File: src/rtl/lsu_pkg.sv
// rtl/lsu_pkg.sv - shared widths, size encodings, FSM states and the alignment check for the lsu
package lsu_pkg;

  localparam int RESULT_W   = 64;
  localparam int LREG_W     = 5;
  localparam int MEM_MASK_W = 8;

  // One-hot access size encodings.
  localparam logic [3:0] LS_SIZE_B = 4'b0001;
  localparam logic [3:0] LS_SIZE_H = 4'b0010;
  localparam logic [3:0] LS_SIZE_W = 4'b0100;
  localparam logic [3:0] LS_SIZE_D = 4'b1000;

  typedef logic [1:0] lsu_state_t;
  localparam lsu_state_t LSU_IDLE = 2'd0;
  localparam lsu_state_t LSU_REQ  = 2'd1;
  localparam lsu_state_t LSU_RESP = 2'd2;
  localparam lsu_state_t LSU_WB   = 2'd3;

  // High when the size is not one-hot or the offset is not a multiple of the size.
  function automatic logic access_bad(input logic [3:0] size, input logic [2:0] off);
    logic bad;
    case (size)
      LS_SIZE_B: bad = 1'b0;
      LS_SIZE_H: bad = off[0];
      LS_SIZE_W: bad = |off[1:0];
      LS_SIZE_D: bad = |off;
      default:   bad = 1'b1;
    endcase
    return bad;
  endfunction

endpackage

File: src/rtl/lsu_align.sv
// rtl/lsu_align.sv - combinational byte-lane shift for stores and extract/extend for loads
// Ports: off (byte offset in doubleword), size (one-hot), is_unsigned,
//        store_data -> wmask/wdata, resp_data -> load_data.
module lsu_align
  import lsu_pkg::*;
(
  input  logic [2:0]            off,
  input  logic [3:0]            size,
  input  logic                  is_unsigned,
  input  logic [RESULT_W-1:0]   store_data,
  input  logic [RESULT_W-1:0]   resp_data,
  output logic [MEM_MASK_W-1:0] wmask,
  output logic [RESULT_W-1:0]   wdata,
  output logic [RESULT_W-1:0]   load_data
);

  logic [MEM_MASK_W-1:0] base_mask;
  logic [RESULT_W-1:0]   shifted;

  always_comb begin
    case (size)
      LS_SIZE_B: base_mask = 8'h01;
      LS_SIZE_H: base_mask = 8'h03;
      LS_SIZE_W: base_mask = 8'h0F;
      LS_SIZE_D: base_mask = 8'hFF;
      default:   base_mask = 8'h00;
    endcase
    wmask   = base_mask << off;
    wdata   = store_data << {off, 3'b000};
    shifted = resp_data >> {off, 3'b000};

    case (size)
      LS_SIZE_B: load_data = is_unsigned ? {56'd0, shifted[7:0]}
                                         : {{56{shifted[7]}}, shifted[7:0]};
      LS_SIZE_H: load_data = is_unsigned ? {48'd0, shifted[15:0]}
                                         : {{48{shifted[15]}}, shifted[15:0]};
      LS_SIZE_W: load_data = is_unsigned ? {32'd0, shifted[31:0]}
                                         : {{32{shifted[31]}}, shifted[31:0]};
      LS_SIZE_D: load_data = shifted;
      default:   load_data = '0;
    endcase
  end

endmodule

File: src/rtl/lsu.sv
// rtl/lsu.sv - single-outstanding load/store unit between the AGU and the data-memory port
// Ports: clock/reset; req_* op from execute (address, type, size, store data, rd);
//        flush redirect; mem_req_* request and mem_resp_* response to memory;
//        wb_* load writeback; misalign_exc one-cycle exception pulse.
module lsu
  import lsu_pkg::*;
(
  input  logic                  clock,
  input  logic                  reset,
  input  logic                  req_valid,
  output logic                  req_ready,
  input  logic [RESULT_W-1:0]   ls_address,
  input  logic                  is_load,
  input  logic                  is_store,
  input  logic                  is_unsigned,
  input  logic [3:0]            ls_size,
  input  logic [RESULT_W-1:0]   store_data,
  input  logic [LREG_W-1:0]     rd,
  input  logic                  flush,
  output logic                  mem_req_valid,
  input  logic                  mem_req_ready,
  output logic [RESULT_W-1:0]   mem_req_addr,
  output logic                  mem_req_wen,
  output logic [MEM_MASK_W-1:0] mem_req_wmask,
  output logic [RESULT_W-1:0]   mem_req_wdata,
  input  logic                  mem_resp_valid,
  input  logic [RESULT_W-1:0]   mem_resp_data,
  output logic                  wb_valid,
  output logic [LREG_W-1:0]     wb_rd,
  output logic [RESULT_W-1:0]   wb_data,
  output logic                  misalign_exc
);

  lsu_state_t            state_q;
  logic [RESULT_W-1:0]   addr_q;
  logic [RESULT_W-1:0]   data_q;
  logic [3:0]            size_q;
  logic                  is_load_q;
  logic                  is_store_q;
  logic                  is_unsigned_q;
  logic [LREG_W-1:0]     rd_q;
  logic                  drop_q;
  logic [RESULT_W-1:0]   wb_data_q;
  logic                  misalign_q;
  logic [RESULT_W-1:0]   load_data;

  lsu_align u_align (
    .off         (addr_q[2:0]),
    .size        (size_q),
    .is_unsigned (is_unsigned_q),
    .store_data  (data_q),
    .resp_data   (mem_resp_data),
    .wmask       (mem_req_wmask),
    .wdata       (mem_req_wdata),
    .load_data   (load_data)
  );

  always_ff @(posedge clock) begin
    if (reset) begin
      state_q       <= LSU_IDLE;
      addr_q        <= '0;
      data_q        <= '0;
      size_q        <= '0;
      is_load_q     <= 1'b0;
      is_store_q    <= 1'b0;
      is_unsigned_q <= 1'b0;
      rd_q          <= '0;
      drop_q        <= 1'b0;
      wb_data_q     <= '0;
      misalign_q    <= 1'b0;
    end else begin
      misalign_q <= 1'b0;
      case (state_q)
        LSU_IDLE: begin
          if (req_valid && !flush) begin
            addr_q        <= ls_address;
            data_q        <= store_data;
            size_q        <= ls_size;
            is_load_q     <= is_load;
            is_store_q    <= is_store;
            is_unsigned_q <= is_unsigned;
            rd_q          <= rd;
            drop_q        <= 1'b0;
            if (access_bad(ls_size, ls_address[2:0])) begin
              misalign_q <= 1'b1;
            end else begin
              state_q <= LSU_REQ;
            end
          end
        end
        LSU_REQ: begin
          // A handshake in the same cycle as a flush still issues the request,
          // so its response must be consumed and discarded.
          if (mem_req_ready) begin
            state_q <= LSU_RESP;
            drop_q  <= flush;
          end else if (flush) begin
            state_q <= LSU_IDLE;
          end
        end
        LSU_RESP: begin
          if (flush) begin
            drop_q <= 1'b1;
          end
          if (mem_resp_valid) begin
            if (is_load_q && !drop_q && !flush) begin
              wb_data_q <= load_data;
              state_q   <= LSU_WB;
            end else begin
              state_q <= LSU_IDLE;
            end
          end
        end
        LSU_WB:  state_q <= LSU_IDLE;
        default: state_q <= LSU_IDLE;
      endcase
    end
  end

  assign req_ready     = (state_q == LSU_IDLE);
  assign mem_req_valid = (state_q == LSU_REQ);
  assign mem_req_addr  = {addr_q[RESULT_W-1:3], 3'b000};
  assign mem_req_wen   = is_store_q;
  assign wb_valid      = (state_q == LSU_WB) && !flush;
  assign wb_rd         = rd_q;
  assign wb_data       = wb_data_q;
  assign misalign_exc  = misalign_q;

endmodule

File: config.mk
export PLATFORM = sky130hd
export DESIGN_NAME = lsu
export DESIGN_NICKNAME = d
export VERILOG_FILES = /design/src/rtl/lsu_pkg.sv /design/src/rtl/lsu_align.sv /design/src/rtl/lsu.sv
export SDC_FILE = /design/constraint.sdc
export NUM_CORES = 1
export LEC_CHECK = 0
export ABC_AREA = 1
export BUFFER_PORTS_ARGS = -buffer_cell sky130_fd_sc_hd__buf_2
export CELL_PAD_IN_SITES_DETAIL_PLACEMENT = 0
export CELL_PAD_IN_SITES_GLOBAL_PLACEMENT = 1
export CORE_ASPECT_RATIO = 0.9
export CORE_UTILIZATION = 34
export CTS_CLUSTER_DIAMETER = 50
export DETAILED_ROUTE_END_ITERATION = 12
export HOLD_SLACK_MARGIN = 0.06
export MAX_ROUTING_LAYER = met4
export PLACE_DENSITY = 0.91
export RECOVER_POWER = 100
export SYNTH_ARGS = -nofsm -noshare
export SYNTH_HDL_FRONTEND = slang
export SYNTH_SLANG_ARGS = --single-unit
File: constraint.sdc
create_clock -name clock -period 2.1 [get_ports clock]
set_input_delay 0.315 -clock clock [delete_from_list [all_inputs] [get_ports clock]]
set_output_delay 0.315 -clock clock [all_outputs]
set_load 0.005 [all_outputs]
# Word-level counts from Yosys, hierarchy flattened
# Index checks and enable logic that the tools add are counted.
[word_totals]
register_bits = 208
elab_cells = 69
output_inout_bits = 210
inputBits = 210
[classes]
n_eq_ne = 17
shift = 3
bitwise = 2
reduce_logical = 15
mux = 21
[ops]
columns = ["operator", "n"]
rows = [
  ["$pmux W64 S4", 1],
  ["$mux W64", 3],
  ["$shl A64 B6 Y64", 1],
  ["$shr A64 B6 Y64", 1],
  ["$pmux W8 S4", 1],
  ["$mux W2", 6],
  ["$eq A4 B1 Y1 const B", 2],
  ["$eq A4 B2 Y1 const B", 2],
  ["$eq A4 B3 Y1 const B", 2],
  ["$eq A4 B4 Y1 const B", 2],
  ["$pmux W2 S4", 1],
  ["$reduce_and A4 Y1", 2],
  ["$shl A8 B3 Y8", 1],
  ["$mux W1", 7],
  ["$ne A2 B2 Y1 const B", 3],
  ["$reduce_or A3 Y1", 2],
  ["$eq A2 B2 Y1 const B", 2],
  ["$logic_and A1 B1 Y1", 4],
  ["$ne A2 B1 Y1 const B", 2],
  ["$pmux W1 S4", 1],
  ["$ne A3 B2 Y1 const B", 1],
  ["$pmux W1 S3", 1],
  ["$reduce_and A3 Y1", 1],
  ["$reduce_bool A3 Y1", 1],
  ["other kinds (6)", 8],
]

# Depth between registers and ports, before layout
[depth]
word_depth = 8
ltp_mapped = 14
ltp_nobuf = 11

# By module
# Synthesis repeated with hierarchy kept, for this count alone.
[unflattened]
cells_unflattened = 1922
area_unflattened_um2 = 12909.9
[modules_own_cells]
columns = ["module", "cells_per_inst", "n_inst", "seq_area_each_um2", "area_per_inst_um2"]
rows = [
  ["lsu", 1008, 1, 4164.0, 8694.6],
  ["lsu_align", 914, 1, 0.0, 4215.3],
]

# Least setup slack after synthesis
# No wires, ideal clock.
[synth_path]
path_kind = "reg-to-reg"
from = "register state_q[0]"
to = "register addr_q[55]"
path_stages_with_launch = 8
arrival_time_ns = 1.584
path_buffers = 3
setup_ns = 0.128
t_required_ns = 1.972
slack_ns = 0.388
path_cell_list = "dfxtp_1 > inv_1 > ha_1 > nand3_1 > buf_2 > clkbuf_1 > clkbuf_1 > a21oi_1"
[synth_between]
elab_chain_len = 2
[synth_rtl]
columns = ["element", "line", "source"]
rows = [
  ["start: declaration", "lsu.sv:34", "lsu_state_t state_q;"],
  ["start signal: assignment", "lsu.sv:60", "state_q <= LSU_IDLE;"],
  ["start signal: assignment", "lsu.sv:87", "state_q <= LSU_REQ;"],
  ["start signal: assignment", "lsu.sv:95", "state_q <= LSU_RESP;"],
  ["$logic_not A2 Y1", "n/a", ""],
  ["net req_ready", "lsu.sv:11", "output logic req_ready,"],
  ["$reduce_and A2 Y1 (no line)", "n/a", ""],
  ["end signal: assignment", "lsu.sv:76", "addr_q <= ls_address;"],
  ["end: declaration", "lsu.sv:35", "logic [RESULT_W-1:0] addr_q;"],
]
# The timed path passes the listed nets, and every way through them passes these cells.
# A chain may end at the register's enable or synchronous reset.

# Worst setup path after layout
[layout_path]
from = "register addr_q[0]"
to = "output port mem_req_wdata[43]"
[layout_between]
elab_chain_len = 1
[layout_rtl]
columns = ["element", "line", "source"]
rows = [
  ["$shl A64 B6 Y64", "lsu_align.sv:29", "wdata = store_data << {off, 3'b000};"],
  ["end: declaration", "lsu.sv:25", "output logic [RESULT_W-1:0] mem_req_wdata,"],
]
# No other way between the ends.

==> run_results.csv <==
group,metric,value,unit
synth,syn-cell-area,11900,sq um
clocking,cts_max_level,1,
power,power.share.switching,33.0,%
critical_path,crit_type,"reg -> out",
clocking,clk_pin_slew,0.06,ns
critical_path,ff2ff_path_depth,7,
power,p_leak,0.00787,uW
finish,nNetsFinal,2566,
route,viasPerCell,5.19,
clocking,cts_root_buffer,"clkbuf_16",
power,p_comb_share,27.7,%
global_route,grt_pass1_wl,77400,microns
power,pwr-share-seq,33.0,%
route,vias,14752,
critical_path,worstPathArrival,2.04,ns
job,max_cap_violations,0,
critical_path,cp_max_fo,7,
power,ir_worst_vdd,0.000598,V
sta,setup_viol_count_final,61,
critical_path,reg2reg_setup_slack,0.03,ns
critical_path,end_kind,"output pin",
status,status,"finished, violations left",
power,powerDensity,727,nW/um^2
synth,yosys_warnings,0,
route,wl_per_cell,18.9,microns
route,ant_nets,0,
sta,hold_viol_final,0,
synth,synth_edf_count,0,
global_route,overflow,0,
finish,utilization,52.3,%
hold_path,hold_depth,3,
finish,drive_gt1_share,29.4,%
placed_design,place_ws,0.0709,ns
placed_design,port_buffers,416,
die,die_h,180,microns
die,dieArea,35800,sq um
route,routed_wl,53600,microns
sta,fin_crit,2.36,ns
placed_design,placed_cells,2605,
sta,fin_skew,0.0314,ns
placed_design,gp_congestion,0.986,
route,drtPass1Iterations,6,
clocking,cts_made_buffers,30,
global_route,grt_pass1_vias,13904,
hold_path,holdCritPathClass,"in -> reg",
synth,yosysSeqAreaShare,35.0,%
die,rows,64,
clocking,cts_tree,"yes",
sta,slew_viol_final,0,
die,core_area,34300,sq um
sta,period_share,112,%
synth,ys_seq_elements,208,
power,internal_power,8740,uW
synth,syn_avg_cell_area,6.42,sq um
die,fp.dieW,199,microns
sta,max_slew_margin,52.3,%
clocking,cts_buffer_depth,3,
global_route,antenna_found_initial,4,
finish,register_area,4190,sq um
finish,multiInputGateArea,6660,sq um
critical_path,cp.required,1.78,ns
global_route,grt_start_max_net_pins,121,
synth,ys_types,35,
clocking,clock_sinks,208,
global_route,track_usage,28.6,%
route,remaining_drc_errors,0,
die,initial_core_util,34.8,%
route,drt-initial-drc-count,1245,
power,clkPwrFrac,39.4,%
finish,synthToLayoutAreaGrowth,50.4,%
clocking,clock_latency,0.58,ns
sta,fmax,0.424,GHz
die,ioPinCount,420,
power,power.net_switching,4300,uW
synth,netlist_instances,1857,
status,violations,"negative setup slack",
critical_path,start_kind,"register",
finish,nFillCells,3428,
finish,final_cells,2840,
sta,timing.final.ws_setup,-0.258,ns
sta,max_slew.worst_pin.slew,0.715,ns
placed_design,hpwlAfterDp,36400,microns
synth,synthFlopType,"dfxtp_1",
sta,rsz0062_at_grt,"true",
synth,async_flop_share,0,%
flip-flops by register name, summed over array words and instances (netlist names):
register,flops
addr_q,64
data_q,64
wb_data,64
wb_rd,5
size_q,4
state_q,2
drop_q,1
is_load_q,1
is_unsigned_q,1
mem_req_wen,1
misalign_exc,1
area by class of cell:
| cell class | count | share of cell area, % |
|---|---|---|
| multi-input combinational | 1257 | 37.2 |
| timing repair buffer | 668 | 26.5 |
| sequential | 208 | 23.4 |
| clock buffer | 39 | 4.55 |
| inverter | 186 | 4.07 |
| tap | 462 | 3.23 |
| clock inverter | 16 | 1.03 |
| antenna | 4 | 0.0559 |
synth_stat cells (12+ instances only):
| library cell | count | area, sq um |
|---|---|---|
| nand3_1 | 90 | 450 |
| a21oi_1 | 270 | 1350 |
| o221ai_1 | 16 | 140 |
| inv_1 | 178 | 668 |
| nand2_1 | 447 | 1680 |
| o21ai_1 | 12 | 60.1 |
| o211ai_1 | 23 | 173 |
| buf_2 | 42 | 210 |
| o21ai_0 | 260 | 1300 |
| clkbuf_1 | 66 | 248 |
| dfxtp_1 | 208 | 4160 |
| nor2_1 | 107 | 402 |
| buf_6 | 14 | 158 |
| buf_4 | 76 | 571 |
worst max-delay path, cell delays in order, from the launching register on:
cell and delay [ns]:
dfxtp_4 0.36, buf_12 0.15, clkbuf_16 0.16, o21ai_2 0.13
inv_1 0.07, buf_6 0.12, o211ai_1 0.29, buf_2 0.18
stage by stage:
step	area [sq um]	setup TNS, ns	hold WS [ns]	power (uW)
after floorplan	11900	0	0.420	5910
after global placement	14100	0	0.427	6990
after detailed placement	14100	0	0.434	7000
after CTS	16800	-9.50	0.0612	12600
after global routing	17900	-16.13	0.0755	13500
final	17900	-8.17	0.0803	13000
layout by cell type (no fill, tap or decap), drive strengths merged, types with 16 or more instances in the layout:
cell type | Yosys | layout
o211ai | 23 | 23
clkbuf | 66 | 152
dfxtp | 208 | 208
nand2 | 448 | 448
buf | 142 | 452
a21oi | 271 | 271
o21ai | 272 | 272
nor2 | 111 | 111
inv | 186 | 193
nand3 | 92 | 92
o221ai | 16 | 16
dlygate4sd3 | 0 | 103
repair_timing:
| item | CTS | global route |
|---|---|---|
| endpoints found under the hold margin | 103 | 0 |
| buffers inserted | 35 | 34 |
| setup endpoints to repair | 72 | 128 |
| gates cloned | 1 | 15 |
| pin swaps | 21 | 58 |
| gates resized for setup | 136 | 250 |
| hold buffers | 103 | 0 |
worst paths after layout:
kind                                           to      startpoint
worst max-delay path            mem_req_wdata[43]       addr_q[0]
worst min register to register         addr_q[23]      addr_q[23]
worst min-delay path                   addr_q[43]  ls_address[43]
worst max register to register         data_q[45]      state_q[0]
power by group through the flow:
stage / Combinational, uW / Clock [uW] / Sequential [uW]
final: 3600 / 5130 / 4300
after global routing: 3860 / 5330 / 4320
after CTS: 3090 / 5180 / 4280
after detailed placement: 2640 / 0 / 4370
after global placement: 2630 / 0 / 4360
after floorplan: 1580 / 0 / 4330
kinds of logic after synthesis:
group / after synthesis / share of synthesized area [%]
other cells: 1 / 0.0315
fa+ha+maj: 5 / 0.525
compound gates: 587 / 25.8
buf+inv: 394 / 16.2
flops: 208 / 35.0
simple gates: 662 / 22.5
routing by layer:
| metal | vias to the layer above | routed length, microns | track usage, % |
|---|---|---|---|
| li1 | 7009 | - | - |
| met4 | 0 | 2110 | 11.1 |
| met1 | 6878 | 22600 | 36.6 |
| met5 | - | 0 | - |
| met2 | 745 | 24600 | 44.9 |
| met3 | 120 | 4300 | 4.54 |
(Power assumes the default switching activity.)
